===== src/rtl/dat_phys.sv =====
// dat_phys: single-line SD DAT physical engine.
// Serialises TX FIFO words onto DAT (write) or deserialises DAT into the RX
// FIFO (read), appending or checking CRC16-CCITT per block. It also handles
// the write CRC-status token and busy phase, and runs the
// strobe/complete/ack handshake with the host-side DAT controller.
module dat_phys #(
    parameter int BLOCK_WORDS = 128,
    parameter int TIMEOUT     = 4096,
    parameter int STATUS_GAP  = 2
) (
    input  logic        clock,
    input  logic        reset,
    input  logic        strobe_in,
    input  logic        ack_in,
    input  logic [3:0]  blocks,
    input  logic        writeRead,
    input  logic        multiple,
    output logic        serial_ready,
    output logic        complete,
    output logic        ack_out,
    input  logic [31:0] dataFromFifo,
    input  logic        tx_empty,
    output logic        readFifo,
    output logic [31:0] dataToFifo,
    output logic        writeFifo,
    input  logic        rx_full,
    input  logic        dat_in,
    output logic        dat_out,
    output logic        dat_oe,
    output logic        crc_error,
    output logic        timeout_error,
    output logic        fifo_error
);

    typedef enum logic [3:0] {
        S_IDLE, S_W_START, S_W_DATA, S_W_CRC, S_W_END, S_W_GAP, S_W_STATUS,
        S_W_BUSY, S_R_WAIT, S_R_DATA, S_R_CRC, S_R_END, S_DONE, S_ACK
    } state_t;

    state_t      r_state;
    logic [31:0] r_shift;      // data shift register (TX and RX)
    logic [15:0] r_crc;        // running CRC over data bits of the current block
    logic [15:0] r_rxcrc;      // CRC received from the card
    logic [4:0]  r_bit;        // bit position within the current word
    logic [15:0] r_word;       // word index within the block
    logic [3:0]  r_cnt;        // CRC / status bit counter
    logic [2:0]  r_stat;       // status token bits
    logic        r_sync;       // status start bit seen
    logic [3:0]  r_nblk;       // blocks remaining, including the current one
    logic [31:0] r_tmo;        // timeout / gap down-counter

    logic [31:0] w_tx_word;
    logic [31:0] w_rx_word;
    logic        w_last_word;
    logic [3:0]  w_nblk;
    logic        w_no_err;
    logic        w_rx_bad;

    // Serial CRC16-CCITT step, MSB first, polynomial 0x1021
    function automatic logic [15:0] crc_step(input logic [15:0] c, input logic b);
        return {c[14:0], 1'b0} ^ ((c[15] ^ b) ? 16'h1021 : 16'h0000);
    endfunction

    // An empty TX FIFO yields an all-ones word (line stays high) instead of stale data
    assign w_tx_word   = tx_empty ? 32'hFFFF_FFFF : dataFromFifo;
    assign w_rx_word   = {r_shift[30:0], dat_in};
    assign w_last_word = (r_word == 16'(BLOCK_WORDS - 1));
    assign w_nblk      = multiple ? ((blocks == 4'd0) ? 4'd1 : blocks) : 4'd1;
    assign w_no_err    = !crc_error && !timeout_error && !fifo_error;
    assign w_rx_bad    = (r_rxcrc != r_crc) || !dat_in;

    // Transfer state machine; every output is a register set on the edge entering its state
    always_ff @(posedge clock or posedge reset) begin
        if (reset) begin
            r_state       <= S_IDLE;
            serial_ready  <= 1'b1;
            complete      <= 1'b0;
            ack_out       <= 1'b0;
            readFifo      <= 1'b0;
            writeFifo     <= 1'b0;
            dataToFifo    <= 32'h0;
            dat_out       <= 1'b1;
            dat_oe        <= 1'b0;
            crc_error     <= 1'b0;
            timeout_error <= 1'b0;
            fifo_error    <= 1'b0;
            r_shift       <= 32'h0;
            r_crc         <= 16'h0;
            r_rxcrc       <= 16'h0;
            r_bit         <= 5'd0;
            r_word        <= 16'd0;
            r_cnt         <= 4'd0;
            r_stat        <= 3'd0;
            r_sync        <= 1'b0;
            r_nblk        <= 4'd0;
            r_tmo         <= 32'd0;
        end else begin
            readFifo  <= 1'b0;
            writeFifo <= 1'b0;
            ack_out   <= 1'b0;
            case (r_state)
                S_IDLE: begin
                    if (strobe_in) begin
                        r_nblk        <= w_nblk;
                        crc_error     <= 1'b0;
                        timeout_error <= 1'b0;
                        fifo_error    <= 1'b0;
                        serial_ready  <= 1'b0;
                        if (writeRead) begin
                            // start bit goes out while the first word is popped
                            r_state  <= S_W_START;
                            dat_oe   <= 1'b1;
                            dat_out  <= 1'b0;
                            r_crc    <= 16'h0;
                            r_shift  <= w_tx_word;
                            readFifo <= !tx_empty;
                            if (tx_empty) fifo_error <= 1'b1;
                        end else begin
                            r_state <= S_R_WAIT;
                            r_tmo   <= 32'(TIMEOUT - 1);
                        end
                    end
                end
                S_W_START: begin
                    dat_out <= r_shift[31];
                    r_shift <= {r_shift[30:0], 1'b0};
                    r_crc   <= crc_step(r_crc, r_shift[31]);
                    r_bit   <= 5'd31;
                    r_word  <= 16'd0;
                    r_state <= S_W_DATA;
                end
                S_W_DATA: begin
                    if (r_bit == 5'd0) begin
                        if (w_last_word) begin
                            r_state <= S_W_CRC;
                            dat_out <= r_crc[15];
                            r_cnt   <= 4'd15;
                        end else begin
                            dat_out <= r_shift[31];
                            r_shift <= {r_shift[30:0], 1'b0};
                            r_crc   <= crc_step(r_crc, r_shift[31]);
                            r_bit   <= 5'd31;
                            r_word  <= r_word + 16'd1;
                        end
                    end else begin
                        dat_out <= r_shift[31];
                        r_crc   <= crc_step(r_crc, r_shift[31]);
                        r_bit   <= r_bit - 5'd1;
                        // bit 0 of a non-final word: fetch the next word alongside it
                        if (r_bit == 5'd1 && !w_last_word) begin
                            r_shift  <= w_tx_word;
                            readFifo <= !tx_empty;
                            if (tx_empty) fifo_error <= 1'b1;
                        end else begin
                            r_shift <= {r_shift[30:0], 1'b0};
                        end
                    end
                end
                S_W_CRC: begin
                    if (r_cnt == 4'd0) begin
                        r_state <= S_W_END;
                        dat_out <= 1'b1;
                    end else begin
                        dat_out <= r_crc[r_cnt - 4'd1];
                        r_cnt   <= r_cnt - 4'd1;
                    end
                end
                S_W_END: begin
                    dat_oe  <= 1'b0;
                    dat_out <= 1'b1;
                    r_sync  <= 1'b0;
                    if (STATUS_GAP == 0) begin
                        r_state <= S_W_STATUS;
                        r_tmo   <= 32'(TIMEOUT - 1);
                    end else begin
                        r_state <= S_W_GAP;
                        r_tmo   <= 32'(STATUS_GAP - 1);
                    end
                end
                S_W_GAP: begin
                    if (r_tmo == 32'd0) begin
                        r_state <= S_W_STATUS;
                        r_tmo   <= 32'(TIMEOUT - 1);
                    end else begin
                        r_tmo <= r_tmo - 32'd1;
                    end
                end
                S_W_STATUS: begin
                    if (!r_sync) begin
                        if (!dat_in) begin
                            r_sync <= 1'b1;
                            r_cnt  <= 4'd0;
                        end else if (r_tmo == 32'd0) begin
                            timeout_error <= 1'b1;
                            complete      <= 1'b1;
                            r_state       <= S_DONE;
                        end else begin
                            r_tmo <= r_tmo - 32'd1;
                        end
                    end else begin
                        r_stat <= {r_stat[1:0], dat_in};
                        r_cnt  <= r_cnt + 4'd1;
                        if (r_cnt == 4'd3) begin
                            // three status bits then the end bit: only "010",1 is accepted
                            if ({r_stat, dat_in} == 4'b0101) begin
                                r_state <= S_W_BUSY;
                                r_tmo   <= 32'(TIMEOUT - 1);
                            end else begin
                                crc_error <= 1'b1;
                                complete  <= 1'b1;
                                r_state   <= S_DONE;
                            end
                        end
                    end
                end
                S_W_BUSY: begin
                    if (dat_in) begin
                        r_nblk <= r_nblk - 4'd1;
                        if (r_nblk > 4'd1 && w_no_err) begin
                            r_state  <= S_W_START;
                            dat_oe   <= 1'b1;
                            dat_out  <= 1'b0;
                            r_crc    <= 16'h0;
                            r_shift  <= w_tx_word;
                            readFifo <= !tx_empty;
                            if (tx_empty) fifo_error <= 1'b1;
                        end else begin
                            complete <= 1'b1;
                            r_state  <= S_DONE;
                        end
                    end else if (r_tmo == 32'd0) begin
                        timeout_error <= 1'b1;
                        complete      <= 1'b1;
                        r_state       <= S_DONE;
                    end else begin
                        r_tmo <= r_tmo - 32'd1;
                    end
                end
                S_R_WAIT: begin
                    if (!dat_in) begin
                        r_state <= S_R_DATA;
                        r_crc   <= 16'h0;
                        r_bit   <= 5'd0;
                        r_word  <= 16'd0;
                    end else if (r_tmo == 32'd0) begin
                        timeout_error <= 1'b1;
                        complete      <= 1'b1;
                        r_state       <= S_DONE;
                    end else begin
                        r_tmo <= r_tmo - 32'd1;
                    end
                end
                S_R_DATA: begin
                    r_shift <= w_rx_word;
                    r_crc   <= crc_step(r_crc, dat_in);
                    r_bit   <= r_bit + 5'd1;
                    if (r_bit == 5'd31) begin
                        // a full word is pushed next cycle, or dropped if the RX FIFO is full
                        if (rx_full) begin
                            fifo_error <= 1'b1;
                        end else begin
                            dataToFifo <= w_rx_word;
                            writeFifo  <= 1'b1;
                        end
                        r_word <= r_word + 16'd1;
                        if (w_last_word) begin
                            r_state <= S_R_CRC;
                            r_cnt   <= 4'd0;
                        end
                    end
                end
                S_R_CRC: begin
                    r_rxcrc <= {r_rxcrc[14:0], dat_in};
                    r_cnt   <= r_cnt + 4'd1;
                    if (r_cnt == 4'd15) r_state <= S_R_END;
                end
                S_R_END: begin
                    if (w_rx_bad) crc_error <= 1'b1;
                    r_nblk <= r_nblk - 4'd1;
                    if (!w_rx_bad && r_nblk > 4'd1 && !fifo_error && !timeout_error) begin
                        r_state <= S_R_WAIT;
                        r_tmo   <= 32'(TIMEOUT - 1);
                    end else begin
                        complete <= 1'b1;
                        r_state  <= S_DONE;
                    end
                end
                S_DONE: begin
                    dat_oe <= 1'b0;
                    if (ack_in) begin
                        complete <= 1'b0;
                        ack_out  <= 1'b1;
                        r_state  <= S_ACK;
                    end
                end
                S_ACK: begin
                    serial_ready <= 1'b1;
                    r_state      <= S_IDLE;
                end
                default: begin
                    r_state      <= S_IDLE;
                    serial_ready <= 1'b1;
                    dat_oe       <= 1'b0;
                end
            endcase
        end
    end

endmodule


===== config.mk =====
export PLATFORM = sky130hd
export DESIGN_NAME = dat_phys
export DESIGN_NICKNAME = d
export VERILOG_FILES = /design/src/rtl/dat_phys.sv
export SDC_FILE = /design/constraint.sdc
export NUM_CORES = 1
export LEC_CHECK = 0
export ABC_AREA = 1
export ABC_CLOCK_PERIOD_IN_PS = 11620
export CAP_MARGIN = 20
export CORE_UTILIZATION = 40
export DETAILED_ROUTE_END_ITERATION = 10
export GPL_ROUTABILITY_DRIVEN = 0
export GPL_TIMING_DRIVEN = 0
export PLACE_DENSITY = 0.64
export SETUP_SLACK_MARGIN = 0.4
export SYNTH_ARGS = -nofsm -noshare
export SYNTH_HDL_FRONTEND = slang
export SYNTH_SLANG_ARGS = --single-unit
export TNS_END_PERCENT = 10

===== constraint.sdc =====
create_clock -name clock -period 11.62 [get_ports clock]
set_input_delay 1.743 -clock clock [delete_from_list [all_inputs] [get_ports clock]]
set_output_delay 1.743 -clock clock [all_outputs]
set_load 0.005 [all_outputs]

==> impl_metrics.yaml, run 1 <==
logic_synthesis:
  synth-edff-count: 0
  ys_seq_elements: 175
  yosysTopAreaCellShare: 0.4105
  synth_area_sq_mm: 0.01055
  yosys.area.top_type: "dfrtp_1"
  yosys-top-cells-area: "dfrtp_1, nand2_1, nor2_1"
  ys.flop_type: "dfrtp_1"
  synthCells: 1493
  ys_seq_area_frac: 0.4155
  yosysWarnings: 0
  synth.avg_cell_area_sq_um: 7.063
  syn-num-nets: 1549
  synth_cell_types: 52
  async_flop_share: 1.000
grt:
  grt_use_met2: 0.3805
  grtUsageTotal: 0.2300
  grt_first_pass_wirelength_mm: 49.25
  overflow: 0
  top_usage_layer: "met2"
  gr-usage-met3: 0.03081
  grt_pass1_vias: 9705
  grt_max_degree: 121
  antenna_found_initial: 0
  gr-usage-met1: 0.3099
floorplan:
  start_util: 0.4058
  die_y_microns: 164.4
  core_sq_mm: 0.02598
  dieArea_sq_mm: 0.02702
  std_cell_rows: 59
  ios: 87
  die_x_microns: 164.4
detailed_routing:
  via_per_inst: 5.350
  wl_per_cell_microns: 15.54
  drtPass1Iterations: 6
  drtAntennaViolNets: 0
  drt-total-wl_mm: 30.27
  route.detailed.drc: 0
  first_iter_violations: 1021
  vias: 10416
clock_tree:
  insertion_delay_ps: 440
  cts_resized: 0
  path_clk_slew_ps: 70
  cts_buffers: 17
  cts_htree_levels: 4
  post_cts_buffers: 0
  clockRootBuffer: "clkbuf_16"
  cts_buffer_depth: 2
  cts_tree: "done"
  hold_buffers: 0
  cts.sinks: 175
sta:
  finalClockSkew_ps: 15.00
  fin_crit_sh: 0.3234
  fmax_ghz: 0.2661
  maxSlewHeadroom: 0.5076
  drv_slew: 0
  setup_viol: 0
  post-route-min-period_ps: 3757
  finalHoldViolCount: 0
  grt_setup_unrepaired: "no"
  final.setup.tns_ps: 0
  fin_ws_ps: 7863
  worst_pin_slew_ps: 738.6
power_and_ir_drop:
  irDropWorstVdd_mv: 0.1281
  power_per_cell_area_mw_per_mm2: 257.7
  p_leak_nw: 5.852
critical_path:
  critPathArrivalTime_ps: 4130
  start_kind: "input pin"
  r2r-end: "r_tmo[18]"
  endpoint: "r_tmo[15]"
  worstReg2RegStart: "r_tmo[1]"
  required_ps: 11990
  reg2regPathDepth: 12
  end_kind: "flop"
  path_max_fanout: 10
  crit_type: "input pin to flop"
  critPathLaunch: "dat_in"
  rrSetupSlack_ps: 8910
placed_design:
  place_ws_ps: 7455
  portBuffers: 86
  place_area_sq_mm: 0.01186
  dp.final_hpwl_mm: 22.19
finish:
  fillers: 2613
  multiInputGateArea_sq_mm: 0.005351
  syn2layout_area_growth_pct: 18.13
  seq_area_sq_mm: 0.004382
  drive_gt1_frac: 0.07072
  fin_util: 0.4794
  n_antenna_cell: 0
  num-nets-final: 1655
  stdcell_area_sq_mm: 0.01246
run:
  drv_cap: 0
worst_hold_path:
  hp-start: "dataToFifo[3]"
  min_path_type: "flop to flop"
status:
  status: "completed"
## worst max-delay path, cell delays in order
cell and delay [ps]:
clkdlybuf4s50_1 510, clkbuf_1 460, nand3_1 300, a21oi_1 210, nand2_1 80, nor2_2 190
nand3_2 160, inv_2 130, buf_4 190, nand3_1 90, nand2_1 60
## power breakdown
part	switching [mW]	internal [mW]	leakage [nW]	total [mW]
sequential	0.161	0.813	2.21	0.974
combinational	1.05	0.606	3.37	1.65
clock	0.293	0.290	0.278	0.584
total	1.50	1.71	5.85	3.21
## synthesized netlist by cell type, drive strengths merged, types with 2 or more instances
cell type	number
buf	27
nand3b	3
dfrtp	173
o21ai	153
nand4	23
nand3	119
o31ai	10
ha	11
o2111ai	4
nor4	4
a21oi	48
xor2	18
a41oi	2
xnor2	10
o221ai	3
and2	2
nand2	409
o22ai	2
clkinv	2
o211ai	7
inv	147
a31oi	38
dfstp	2
nor3	15
clkbuf	22
a22oi	3
nor2	221
or2	2
and3	2
a211oi	3
## placed cells by master (no fill, tap or decap), types with 3 or more instances in the layout
master / count
ha_1: 11
inv_2: 19
nand2_1: 399
o31ai_1: 10
clkdlybuf4s50_1: 86
xnor2_1: 10
nor2_2: 8
clkinv_8: 4
nand3b_1: 3
nand2_2: 9
clkbuf_16: 17
buf_6: 3
nand3_1: 118
nand4_1: 21
inv_1: 126
o21ai_0: 135
nor3_1: 15
o21ai_1: 18
nor2_1: 205
inv_8: 7
a22oi_1: 3
clkbuf_1: 22
nor4_1: 4
o221ai_1: 3
a31oi_1: 38
o211ai_1: 7
o2111ai_1: 4
a211oi_1: 3
xor2_1: 18
a21oi_1: 47
dfrtp_1: 173
clkinvlp_4: 4
buf_4: 6
nor2_4: 8
buf_2: 17
## worst min-delay path by stage
stage / end / cells after the start
final: dataToFifo[3] / 2
after global routing: dataToFifo[24] / 2
after CTS: dataToFifo[3] / 2
after global placement: dataToFifo[29] / 2
after floorplan: r_rxcrc[1] / 2
after detailed placement: dataToFifo[3] / 2
## cells by family (layout without fill, tap and decap cells)
| group | Yosys count | in the layout | synth area share |
|---|---|---|---|
| AO/OA/AOI/OAI | 279 | 279 | 0.1482 |
| XOR/XNOR | 28 | 28 | 0.02326 |
| adder cells (fa/ha/maj) | 11 | 11 | 0.01305 |
| buffers and inverters | 198 | 317 | 0.07701 |
| flip-flops | 175 | 175 | 0.4155 |
| AND/OR/NAND/NOR | 802 | 802 | 0.3230 |
## sequential cells by signal, indices dropped and copies added, names as in the netlist, 3 cells and up
register    cells
r_cnt           4
r_shift        32
r_rxcrc        16
r_crc          16
r_word         16
r_tmo          32
r_bit           5
r_stat          3
r_state         4
dataToFifo     32
r_nblk          4
## metal layers
metal	vias up	part of all wire
li1	5134	-
met1	4934	0.46
met2	311	0.47
met3	37	0.047
met4	0	0.017
met5	-	0
## cell type report
type	count	share of cell area
Multi-Input combinational cell	1120	0.4296
Sequential cell	175	0.3517
Timing Repair Buffer	87	0.07131
Inverter	149	0.04570
Clock buffer	17	0.03415
Tap cell	335	0.03365
Buffer	49	0.02009
Clock inverter	15	0.01376
## metrics by stage
step	power [mW]	hold slack, ps	instances
finish	3.210	470.0	1947
global route	3.472	488.8	1947
CTS	3.211	475.8	1947
detailed placement	2.619	458.3	1915
global placement	2.588	454.1	1914
floorplan	2.079	453.0	1493
(Power assumes the default switching activity.)
==> run 2, diff against run 1 <==
Settings changed: ABC_CLOCK_PERIOD_IN_PS 11620 to 3700.
Clock period 11.62 ns to 3.7 ns, I/O delays scaled along.
==> impl_metrics.yaml, run 2 (synthesized netlist as in run 1, its figures left out) <==
detailed_routing:
  wl_per_cell_microns: 15.56
  drtPass1Iterations: 6
  first_iter_violations: 952
  route.detailed.drc: 0
  drtAntennaViolNets: 0
  via_per_inst: 5.347
  vias: 10426
  drt-total-wl_mm: 30.34
finish:
  multiInputGateArea_sq_mm: 0.005351
  largestRegisters: "dataToFifo x32, r_shift x32, r_tmo x32"
  num-nets-final: 1658
  fin_util: 0.4816
  final_cell_mix: "nand2_1, nor2_1, dfrtp_1, o21ai_0, inv_1"
  mostFrequentLayoutCell: "nand2_1"
  syn2layout_area_growth_pct: 18.68
  n_antenna_cell: 0
  stdcell_area_sq_mm: 0.01251
  fillers: 2590
  drive_gt1_frac: 0.07245
  seq_area_sq_mm: 0.004382
critical_path:
  crit_path_frequent_cell: "nand2_1"
  cp_num_cells: 13
  path_max_fanout: 8
  worstReg2RegStart: "r_tmo[0]"
  required_ps: 4040
  rrSetupSlack_ps: 1040
  cpPeakStageDelay_ps: 400
  r2r-end: "r_tmo[31]"
  crit_slowest_cell: "nand4_1"
  critPathLaunch: "r_tmo[0]"
  crit_type: "flop to flop"
  path_buf_inv: 2
  endpoint: "r_tmo[31]"
  critPathArrivalTime_ps: 3000
  end_kind: "flop"
  reg2regPathDepth: 13
  cp_top_family: "simple AND/OR/NAND/NOR gates"
  crit_chain: "inv_1 -> ha_1 -> nand2_1 -> nor2_2 -> nand4_1 -> nand2_1 -> nand2_2 -> inv_2 -> nor2_1 -> nand2_1 -> nand2_1 -> nand2_1 -> nand2_1"
  start_kind: "flop"
grt:
  grt_max_degree: 40
  grtUsageTotal: 0.2337
  overflow: 0
  grt_pass1_vias: 9951
  antenna_found_initial: 0
  grt_first_pass_wirelength_mm: 50.12
placed_design:
  dp.final_hpwl_mm: 22.53
  place_area_sq_mm: 0.01191
  portBuffers: 86
floorplan:
  die_x_microns: 164.4
  die_y_microns: 164.4
  dieArea_sq_mm: 0.02702
  core_sq_mm: 0.02598
  start_util: 0.4058
  ios: 87
  std_cell_rows: 59
clock_tree:
  insertion_delay_ps: 440
  cts_tree: "done"
  path_clk_slew_ps: 80
  hold_buffers: 0
  cts_buffer_depth: 2
  cts.sinks: 175
  clockRootBuffer: "clkbuf_16"
  cts_htree_levels: 4
  cts_buffers: 17
  post_cts_buffers: 0
  cts_resized: 0
power_and_ir_drop:
  irDropWorstVdd_mv: 0.4270
  p_leak_nw: 5.884
  power_per_cell_area_mw_per_mm2: 807.2
worst_hold_path:
  min_path_type: "flop to flop"
sta:
  setup_viol: 0
  finalClockSkew_ps: 14.88
  final.setup.tns_ps: 0
  maxSlewHeadroom: 0.4039
  grt_setup_unrepaired: "no"
  fin_crit_sh: 0.7189
  finalHoldViolCount: 0
  holdWs_ps: 473.6
  post-route-min-period_ps: 2660
  drv_slew: 0
  fmax_ghz: 0.3760
  worst_pin_slew_ps: 892.3
status:
  status: "completed"
run:
  drv_cap: 0
run 2: worst min-delay path: stages (launching register included):
cell and delay, ps:
dfrtp_1 350, nand2_1 50, nand2_1 40
run 2: worst min-delay path by stage:
stage | startpoint | endpoint | slack (ps) | cells past startpoint
finish | dataToFifo[3] | dataToFifo[3] | 470 | 2
global route | dataToFifo[14] | dataToFifo[14] | 490 | 2
CTS | dataToFifo[23] | dataToFifo[23] | 480 | 2
detailed placement | dataToFifo[23] | dataToFifo[23] | 460 | 2
global placement | dataToFifo[30] | dataToFifo[30] | 450 | 2
floorplan | r_rxcrc[0] | r_rxcrc[1] | 450 | 2
run 2: power breakdown:
part | switching (mW) | total (mW) | internal, mW
Combinational | 3.31 | 5.22 | 1.91
Clock | 0.916 | 1.83 | 0.918
Sequential | 0.495 | 3.05 | 2.55
run 2: final cells by class:
type	count	area share
repair buffers	90	0.07518
flip-flops and latches	175	0.3501
plain buffers	49	0.02000
clock inverters	15	0.01440
clock buffers	17	0.03399
well taps	335	0.03349
inverters	149	0.04519
multi-input cells	1120	0.4276
run 2: stage by stage:
step	power (mW)	std cells	worst slack, ps
4_1_cts	10.11	1950	1063
3_3_place_gp	8.146	1914	-706.4
5_1_grt	10.93	1950	838.8
6_report	10.10	1950	1040
3_5_place_dp	8.236	1918	632.3
2_1_floorplan	6.529	1493	908.0
run 2: per-layer routing:
| layer | track usage | vias up | wire, microns |
|---|---|---|---|
| met1 | 0.3183 | 4971 | 14220 |
| met2 | 0.3828 | 291 | 14140 |
| met4 | 0.07113 | 0 | 570 |
| met5 | 0 | - | 0 |
| met3 | 0.03283 | 37 | 1409 |
| li1 | - | 5127 | - |
